`src/rtl/axis_arb_pkg.sv`:
```
// Shared types and constants for the two-input AXIS packet arbiter.
package axis_arb_pkg;

    typedef enum logic {
        IDLE = 1'b0,
        LOCK = 1'b1
    } arb_state_e;

    localparam int PKT_CNT_W = 32;

endpackage

```
`src/rtl/axis_arb_rr_sel.sv`:
```
// Combinational 2-way round-robin selector: on a tie the port that did not
// win last time is chosen.
module axis_arb_rr_sel
    import axis_arb_pkg::*;
(
    input  logic [1:0] req,
    input  logic       last_gnt,
    output logic       gnt,
    output logic       gnt_vld
);

    always_comb begin
        gnt_vld = |req;
        gnt     = 1'b0;
        case (req)
            2'b01:   gnt = 1'b0;
            2'b10:   gnt = 1'b1;
            2'b11:   gnt = ~last_gnt;
            default: gnt = 1'b0;
        endcase
    end

endmodule

```
`src/rtl/axis_pkt_arb2.sv`:
```
// Two-input packet-atomic round-robin AXI-Stream arbiter with a registered output.
// Define AXIS_ARB_STATS_EN to add the per-port packet counters pkt_cnt0/pkt_cnt1.
module axis_pkt_arb2
    import axis_arb_pkg::*;
#(
    parameter int TDATA_WIDTH  = 512,
    parameter int TUSER_WIDTH  = 1,
    parameter bit ENABLE_TLAST = 1'b1,
    parameter int TKEEP_WIDTH  = TDATA_WIDTH / 8
) (
    input  logic                   clk,
    input  logic                   rst_n,

    input  logic                   s0_tvalid,
    output logic                   s0_tready,
    input  logic [TDATA_WIDTH-1:0] s0_tdata,
    input  logic [TKEEP_WIDTH-1:0] s0_tkeep,
    input  logic                   s0_tlast,
    input  logic [TUSER_WIDTH-1:0] s0_tuser,

    input  logic                   s1_tvalid,
    output logic                   s1_tready,
    input  logic [TDATA_WIDTH-1:0] s1_tdata,
    input  logic [TKEEP_WIDTH-1:0] s1_tkeep,
    input  logic                   s1_tlast,
    input  logic [TUSER_WIDTH-1:0] s1_tuser,

    output logic                   m_tvalid,
    input  logic                   m_tready,
    output logic [TDATA_WIDTH-1:0] m_tdata,
    output logic [TKEEP_WIDTH-1:0] m_tkeep,
    output logic                   m_tlast,
    output logic [TUSER_WIDTH-1:0] m_tuser,
    output logic                   m_tsrc
`ifdef AXIS_ARB_STATS_EN
    ,
    output logic [PKT_CNT_W-1:0]   pkt_cnt0,
    output logic [PKT_CNT_W-1:0]   pkt_cnt1
`endif
);

    arb_state_e state_q, state_d;
    logic gnt_q, gnt_d;
    logic last_gnt_q, last_gnt_d;
    logic m_tvalid_q, m_tvalid_d;
    logic m_tsrc_q, m_tsrc_d;

    logic [TDATA_WIDTH-1:0] m_tdata_q, m_tdata_d;
    logic [TKEEP_WIDTH-1:0] m_tkeep_q, m_tkeep_d;
    logic                   m_tlast_q, m_tlast_d;
    logic [TUSER_WIDTH-1:0] m_tuser_q, m_tuser_d;

    logic sel_gnt;
    logic sel_vld;

    logic                   g_tvalid;
    logic [TDATA_WIDTH-1:0] g_tdata;
    logic [TKEEP_WIDTH-1:0] g_tkeep;
    logic                   g_tlast;
    logic [TUSER_WIDTH-1:0] g_tuser;

    logic lock;
    logic out_ready;
    logic accept;
    logic pkt_done;

    axis_arb_rr_sel u_rr_sel (
        .req      ({s1_tvalid, s0_tvalid}),
        .last_gnt (last_gnt_q),
        .gnt      (sel_gnt),
        .gnt_vld  (sel_vld)
    );

    // The output slot can take a beat when it is empty or being drained now.
    assign lock      = (state_q == LOCK);
    assign out_ready = ~m_tvalid_q | m_tready;

    assign g_tvalid = gnt_q ? s1_tvalid : s0_tvalid;
    assign g_tdata  = gnt_q ? s1_tdata  : s0_tdata;
    assign g_tkeep  = gnt_q ? s1_tkeep  : s0_tkeep;
    assign g_tlast  = gnt_q ? s1_tlast  : s0_tlast;
    assign g_tuser  = gnt_q ? s1_tuser  : s0_tuser;

    assign s0_tready = lock & ~gnt_q & out_ready;
    assign s1_tready = lock &  gnt_q & out_ready;

    assign accept   = lock & out_ready & g_tvalid;
    assign pkt_done = accept & (ENABLE_TLAST ? g_tlast : 1'b1);

    always_comb begin
        state_d    = state_q;
        gnt_d      = gnt_q;
        last_gnt_d = last_gnt_q;
        case (state_q)
            IDLE: begin
                if (sel_vld) begin
                    gnt_d   = sel_gnt;
                    state_d = LOCK;
                end
            end
            LOCK: begin
                if (pkt_done) begin
                    last_gnt_d = gnt_q;
                    state_d    = IDLE;
                end
            end
            default: state_d = IDLE;
        endcase
    end

    always_comb begin
        m_tvalid_d = m_tvalid_q;
        m_tsrc_d   = m_tsrc_q;
        m_tdata_d  = m_tdata_q;
        m_tkeep_d  = m_tkeep_q;
        m_tlast_d  = m_tlast_q;
        m_tuser_d  = m_tuser_q;
        if (accept) begin
            m_tvalid_d = 1'b1;
            m_tsrc_d   = gnt_q;
            m_tdata_d  = g_tdata;
            m_tkeep_d  = g_tkeep;
            m_tlast_d  = g_tlast;
            m_tuser_d  = g_tuser;
        end else if (m_tready) begin
            m_tvalid_d = 1'b0;
        end
    end

    always_ff @(posedge clk) begin
        if (!rst_n) begin
            state_q    <= IDLE;
            gnt_q      <= 1'b0;
            last_gnt_q <= 1'b1;
            m_tvalid_q <= 1'b0;
            m_tsrc_q   <= 1'b0;
        end else begin
            state_q    <= state_d;
            gnt_q      <= gnt_d;
            last_gnt_q <= last_gnt_d;
            m_tvalid_q <= m_tvalid_d;
            m_tsrc_q   <= m_tsrc_d;
        end
    end

    // Payload needs no reset: it is only observed while m_tvalid is set.
    always_ff @(posedge clk) begin
        m_tdata_q <= m_tdata_d;
        m_tkeep_q <= m_tkeep_d;
        m_tlast_q <= m_tlast_d;
        m_tuser_q <= m_tuser_d;
    end

    assign m_tvalid = m_tvalid_q;
    assign m_tsrc   = m_tsrc_q;
    assign m_tdata  = m_tdata_q;
    assign m_tkeep  = m_tkeep_q;
    assign m_tlast  = ENABLE_TLAST ? m_tlast_q : 1'b0;
    assign m_tuser  = m_tuser_q;

`ifdef AXIS_ARB_STATS_EN
    logic [PKT_CNT_W-1:0] pkt_cnt0_q, pkt_cnt0_d;
    logic [PKT_CNT_W-1:0] pkt_cnt1_q, pkt_cnt1_d;

    always_comb begin
        pkt_cnt0_d = pkt_cnt0_q;
        pkt_cnt1_d = pkt_cnt1_q;
        if (pkt_done) begin
            if (gnt_q)
                pkt_cnt1_d = pkt_cnt1_q + PKT_CNT_W'(1);
            else
                pkt_cnt0_d = pkt_cnt0_q + PKT_CNT_W'(1);
        end
    end

    always_ff @(posedge clk) begin
        if (!rst_n) begin
            pkt_cnt0_q <= '0;
            pkt_cnt1_q <= '0;
        end else begin
            pkt_cnt0_q <= pkt_cnt0_d;
            pkt_cnt1_q <= pkt_cnt1_d;
        end
    end

    assign pkt_cnt0 = pkt_cnt0_q;
    assign pkt_cnt1 = pkt_cnt1_q;
`endif

endmodule

```
`config.mk`:
```
export PLATFORM = sky130hd
export DESIGN_NAME = axis_pkt_arb2
export DESIGN_NICKNAME = d
export VERILOG_FILES = /design/src/rtl/axis_arb_pkg.sv /design/src/rtl/axis_arb_rr_sel.sv /design/src/rtl/axis_pkt_arb2.sv
export SDC_FILE = /design/constraint.sdc
export NUM_CORES = 1
export LEC_CHECK = 0
export BUFFER_PORTS_ARGS = -buffer_cell sky130_fd_sc_hd__buf_2
export CAP_MARGIN = 30
export CORE_AREA = 2 2 677 679
export CTS_BUF_LIST = sky130_fd_sc_hd__clkbuf_8
export DETAILED_ROUTE_END_ITERATION = 12
export DIE_AREA = 0 0 679 681
export PLACE_DENSITY = 0.3
export SYNTH_ARGS = -nofsm -noshare
export SYNTH_HDL_FRONTEND = slang
export SYNTH_SLANG_ARGS = --single-unit
```
`constraint.sdc`:
```
create_clock -name clk -period 32.5 [get_ports clk]
set_input_delay 4.875 -clock clk [delete_from_list [all_inputs] [get_ports clk]]
set_output_delay 4.875 -clock clk [all_outputs]
set_load 0.02 [all_outputs]
```
Yosys cells after proc, flatten, opt, wreduce, memory -nomap -nowiden:

Index checks and enable logic that the tools add are counted.
Widths: inputs -> output; s select.

* bits of input ports: 1161
* output and inout bits: 582
* word-level logic and storage cells: 38
* register bits after elaboration: 583

* multiplexer cells: 11
* equal/unequal tests: 2
* bitwise logic cells: 12
* reduce and logical (&&, ||, !) cells: 4

Operator list (count)
* $mux 512: 1
* $mux 64: 1
* $and 1x1->1: 7
* $mux 1: 7
* $eq 2x2->1 const B: 2
* $not 1->1: 4
* $pmux 1 s2: 2
* $reduce_and 2->1: 2
* $reduce_bool 2->1: 1
* $reduce_or 2->1: 1
* $or 1x1->1: 1

Longest topological paths before layout:

* depth after elaboration: 7
* gate-level depth with buffers: 5
* depth with buffers taken out: 3

Modules after synthesis:

From an unflattened synthesis, not the netlist that was laid out.

* cells, all modules: 1247
* area total of the unflattened synthesis: 24632.4 µm²

Modules (own cells, without submodules)
* axis_pkt_arb2: seq. area each 17456.7 µm², times used 1, area each 24618.6 µm², cells each 1245
* axis_arb_rr_sel: seq. area each 0.0 µm², times used 1, area each 13.8 µm², cells each 2

Least setup slack after synthesis:

No wires, ideal clock.

* path kind: input port to flip-flop
* start point: input port s1_tvalid
* end point: register m_tdata_q[0], in the netlist m_tdata[0] (enable)
* library setup time: 1417 ps
* arrival time: 26943 ps
* stages: 2
* path buffers: 0
* required time: 31083 ps
* setup slack: 4140 ps
* cells stage by stage: mux2i_1 > nor3_2

* longest elaborated chain between the ends: 2

Ends and longest elaborated chain
* start: declaration: RTL line axis_pkt_arb2.sv:21 `input logic s1_tvalid,`
* $mux 1: RTL line axis_pkt_arb2.sv:78 `assign g_tvalid = gnt_q ? s1_tvalid : s0_tvalid;`
* $and 1x1->1: RTL line axis_pkt_arb2.sv:87 `assign accept = lock & out_ready & g_tvalid;`
* via accept: RTL line axis_pkt_arb2.sv:64 `logic accept;`
* end signal: assignment: RTL line axis_pkt_arb2.sv:148 `m_tdata_q <= m_tdata_d;`
* end: declaration: RTL line axis_pkt_arb2.sv:48 `logic [TDATA_WIDTH-1:0] m_tdata_q, m_tdata_d;`

The timed path passes the listed nets, and every way through them passes these cells.
A chain may end at the register's enable or synchronous reset.

Final worst setup path:

* start point: input port m_tready
* end point: output port s0_tready

* longest elaborated chain between the ends: 2

Ends and longest elaborated chain
* start: declaration: RTL line axis_pkt_arb2.sv:29 `input logic m_tready,`
* $or 1x1->1: RTL line axis_pkt_arb2.sv:76 `assign out_ready = ~m_tvalid_q | m_tready;`
* $and 1x1->1: RTL line axis_pkt_arb2.sv:84 `assign s0_tready = lock & ~gnt_q & out_ready;`
* end: declaration: RTL line axis_pkt_arb2.sv:15 `output logic s0_tready,`

No other way between the ends.

==> impl_metrics.toml <==
[pwr]
power-per-cell-area_nw_per_um2 = 47.7
p_leak_nw = 15.9
ir_drop_mv = 0.0226

[floorplan]
io_pins = 1743
initial_core_util_pct = 5.41
die_area_um2 = 462000
floorplan.die.height_um = 681
die_x_um = 679
placementRows = 248
coreArea_um2 = 455000

[detailed_routing]
vias = 23100
m1WireLength_um = 98000
dr.first_iter.drc_count = 1424
drtAntennaViolNets = 0
wire_per_inst_um = 33.9
post_drt_via_cell_ratio = 2.47
totalWireLength_um = 317000
routed-wl-met2_um = 151000
max_used_layer = "met5"
drt_pass1_iterations = 5
met3_length_um = 52300
drc_errors = 0

[synth]
synth.ff_latch_count = 583
ys_seq_area_share_pct = 70.9
syn-mean-instance-area_um2 = 19.7
synth_fp_nets = 2408
syn_inst_count = 1247
post_synth_num_cell_types = 23
netlist_area_um2 = 24600
yosysWarnings = 0

[clock_tree]
cts_sinks = 583
clock_tree.buffer_depth = 4
clock_buffer_count_from_cts = 137
clkLatencyLatePin_ns = 1.02
cts.htree.levels = 4
path_clk_slew_ns = 0.05
tritoncts = "yes"
clockRootBuffer = "sky130_fd_sc_hd__clkbuf_8"
post_cts.repair.setup_buffers = 0
cts_resized = 0
cts.hold.buffers_added = 0

[grt]
grt.overflow.total = 0
antenna_found_initial = 559
grt_util_all_layers_pct = 13.1
grt_pass1_wl_um = 364000
first_global_vias = 22100
grt_start_max_net_pins = 150

[timing]
final.min_clock_period_ns = 10.79
fin_tns_setup_ns = 0
timing.slew.headroom_pct = 24.2
ratio_of_final_minimum_period_to_clock_period_pct = 33.2
setup_ws_final_ns = 21.71
finalMaxSlewViolations = 0
clock_skew_ns = 0.139
rsz0062_at_grt = "false"
worst_max_slew_pin_slew_ns = 1.14
setup_viol_count_final = 0
timing_hold_violations_final = 0
achievable-frequency_mhz = 92.7

[critical_path]
regToRegStartpoint = "gnt_q"
critPathMaxFanout = 5
worst_setup_path_end_kind = "output pin"
worst_setup_path_start_kind = "input pin"
timing_worst_setup_path_type = "in -> out"
cp_data_arrival_time_ns = 5.91
critPathRequiredTime_ns = 27.62
timing.critical_path.from = "m_tready"

[outcome]
outcome = "complete, no violations"

[final_layout]
final_net_count = 4243
design_area_um2 = 43300
post-route-util_pct = 9.52
final-instance-count-excl-fill = 9340
post_route_cells_drive_above_1_share_pct = 78.7
syn2layout_area_growth_pct = 76.0

[placed_design]
post-dp-hpwl_um = 288000
dp_cells = 8942
dp_area_um2 = 40500
dp_worst_setup_slack_ns = 21.60
finalWeightedCongestion = 0.954
io_buffer_count = 1742

[min_path]
class_of_the_most_critical_hold_timing_path = "reg -> reg"
timing.hold.worst.start = "last_gnt_q"

[flow_run]
drv_cap = 0
-- cell usage after synthesis --
cell type | number | area, um2
sky130_fd_sc_hd__edfxtp_1 | 578 | 17400
sky130_fd_sc_hd__mux2_2 | 577 | 6500
sky130_fd_sc_hd__buf_4 | 58 | 435
sky130_fd_sc_hd__buf_6 | 7 | 78.8
sky130_fd_sc_hd__dfxtp_1 | 5 | 100
sky130_fd_sc_hd__a21boi_0 | 2 | 15.0
sky130_fd_sc_hd__inv_1 | 2 | 7.51
sky130_fd_sc_hd__mux2i_1 | 2 | 20.0
sky130_fd_sc_hd__o31ai_1 | 2 | 15.0
sky130_fd_sc_hd__a21oi_2 | 1 | 8.76
sky130_fd_sc_hd__and3_1 | 1 | 6.26
sky130_fd_sc_hd__inv_2 | 1 | 3.75
sky130_fd_sc_hd__nand2_1 | 1 | 3.75
sky130_fd_sc_hd__nand2b_1 | 1 | 6.26
sky130_fd_sc_hd__nand3_1 | 1 | 5.00
sky130_fd_sc_hd__nand4_1 | 1 | 6.26
sky130_fd_sc_hd__nor2b_1 | 1 | 6.26
sky130_fd_sc_hd__nor3_1 | 1 | 5.00
sky130_fd_sc_hd__nor3_2 | 1 | 10.0
sky130_fd_sc_hd__o211ai_1 | 1 | 7.51
sky130_fd_sc_hd__o21a_1 | 1 | 7.51
sky130_fd_sc_hd__o21ai_0 | 1 | 5.00
sky130_fd_sc_hd__o41ai_2 | 1 | 16.3
-- per-stage QoR --
stage / hold WS [ns] / total power [mW]
after global routing: 0.540 / 2.17
final: 0.512 / 2.07
after floorplan: 0.466 / 1.11
after CTS: 0.511 / 2.13
after detailed placement: 0.509 / 1.26
after global placement: 0.508 / 1.27
-- critical path, cell delays in order --
cell and delay (ns):
sky130_fd_sc_hd__buf_2 0.18, sky130_fd_sc_hd__nor2b_1 0.48, sky130_fd_sc_hd__nor3_1 0.14, sky130_fd_sc_hd__buf_2 0.21
-- placed cells by master, fill, tap and decap left out --
cell                            n
sky130_fd_sc_hd__dfxtp_1        4
sky130_fd_sc_hd__clkinv_2       8
sky130_fd_sc_hd__inv_6          2
sky130_fd_sc_hd__bufinv_16      2
sky130_fd_sc_hd__nand2b_1       1
sky130_fd_sc_hd__nor2b_1        1
sky130_fd_sc_hd__buf_2       1742
sky130_fd_sc_hd__inv_1         57
sky130_fd_sc_hd__nand3_1        1
sky130_fd_sc_hd__buf_12         3
sky130_fd_sc_hd__buf_4         15
sky130_fd_sc_hd__nand4_1        1
sky130_fd_sc_hd__o211ai_1       1
sky130_fd_sc_hd__mux2i_1        2
sky130_fd_sc_hd__o31ai_1        2
sky130_fd_sc_hd__nand2_1        1
sky130_fd_sc_hd__o21ai_0        1
sky130_fd_sc_hd__inv_2          1
sky130_fd_sc_hd__diode_2      165
sky130_fd_sc_hd__mux2_2       577
sky130_fd_sc_hd__a21oi_2        1
sky130_fd_sc_hd__clkinv_1      20
sky130_fd_sc_hd__and3_1         1
sky130_fd_sc_hd__o41ai_2        1
sky130_fd_sc_hd__a21boi_0       2
sky130_fd_sc_hd__edfxtp_1     578
sky130_fd_sc_hd__o21a_1         1
sky130_fd_sc_hd__buf_16         1
sky130_fd_sc_hd__nor3_1         1
sky130_fd_sc_hd__clkinvlp_4     4
sky130_fd_sc_hd__clkbuf_8     141
sky130_fd_sc_hd__dfxtp_4        1
sky130_fd_sc_hd__nor3_4         1
-- final timing paths --
kind / slack [ns] / cells after the start / endpoint
worst max register to register: 27.78 / 5 / m_tdata[447]
worst min register to register: 0.51 / 2 / last_gnt_q
worst max-delay path: 21.71 / 4 / s0_tready
worst min-delay path: 0.51 / 2 / last_gnt_q
-- power breakdown --
group / leakage, nW / switching, mW / internal [mW]
clock network: 1.41 / 0.410 / 0.414
logic: 9.13 / 0.201 / 0.136
registers: 5.40 / 0.0161 / 0.890
total: 15.9 / 0.627 / 1.44
-- flip-flops by register name (all words and copies together) (netlist names) --
| name | flops |
|---|---|
| m_tdata | 512 |
| gnt_q | 1 |
| m_tvalid | 1 |
| m_tuser | 1 |
| m_tkeep | 64 |
| m_tlast | 1 |
| m_tsrc | 1 |
| last_gnt_q | 1 |
| lock | 1 |
-- logic make-up (layout without fill, tap and decap cells) --
family          count (synthesis)  after routing  synth area share (%)
buf+inv                        68           1996                  2.13
compound gates                  9              9                 0.305
flops                         583            583                  70.9
simple gates                    8              8                 0.198
other cells                     0            165                     0
mux                           579            579                  26.5
-- layout make-up --
cell class	instances	area [um2]
Fill cell	52700	412000
Sequential cell	583	17500
Multi-Input combinational cell	596	6650
Timing Repair Buffer	1761	8920
Inverter	3	11.3
Tap cell	6000	7510
Clock inverter	91	429
Antenna cell	165	413
Clock buffer	141	1940
-- layer usage --
layer / global-route usage [%] / vias to the layer above
met4: 3.58 / 360
met3: 10.2 / 1218
met1: 12.0 / 10700
li1: - / 8860
met5: 0 / -
met2: 22.6 / 2015
Power figures use the tool's default switching activity.
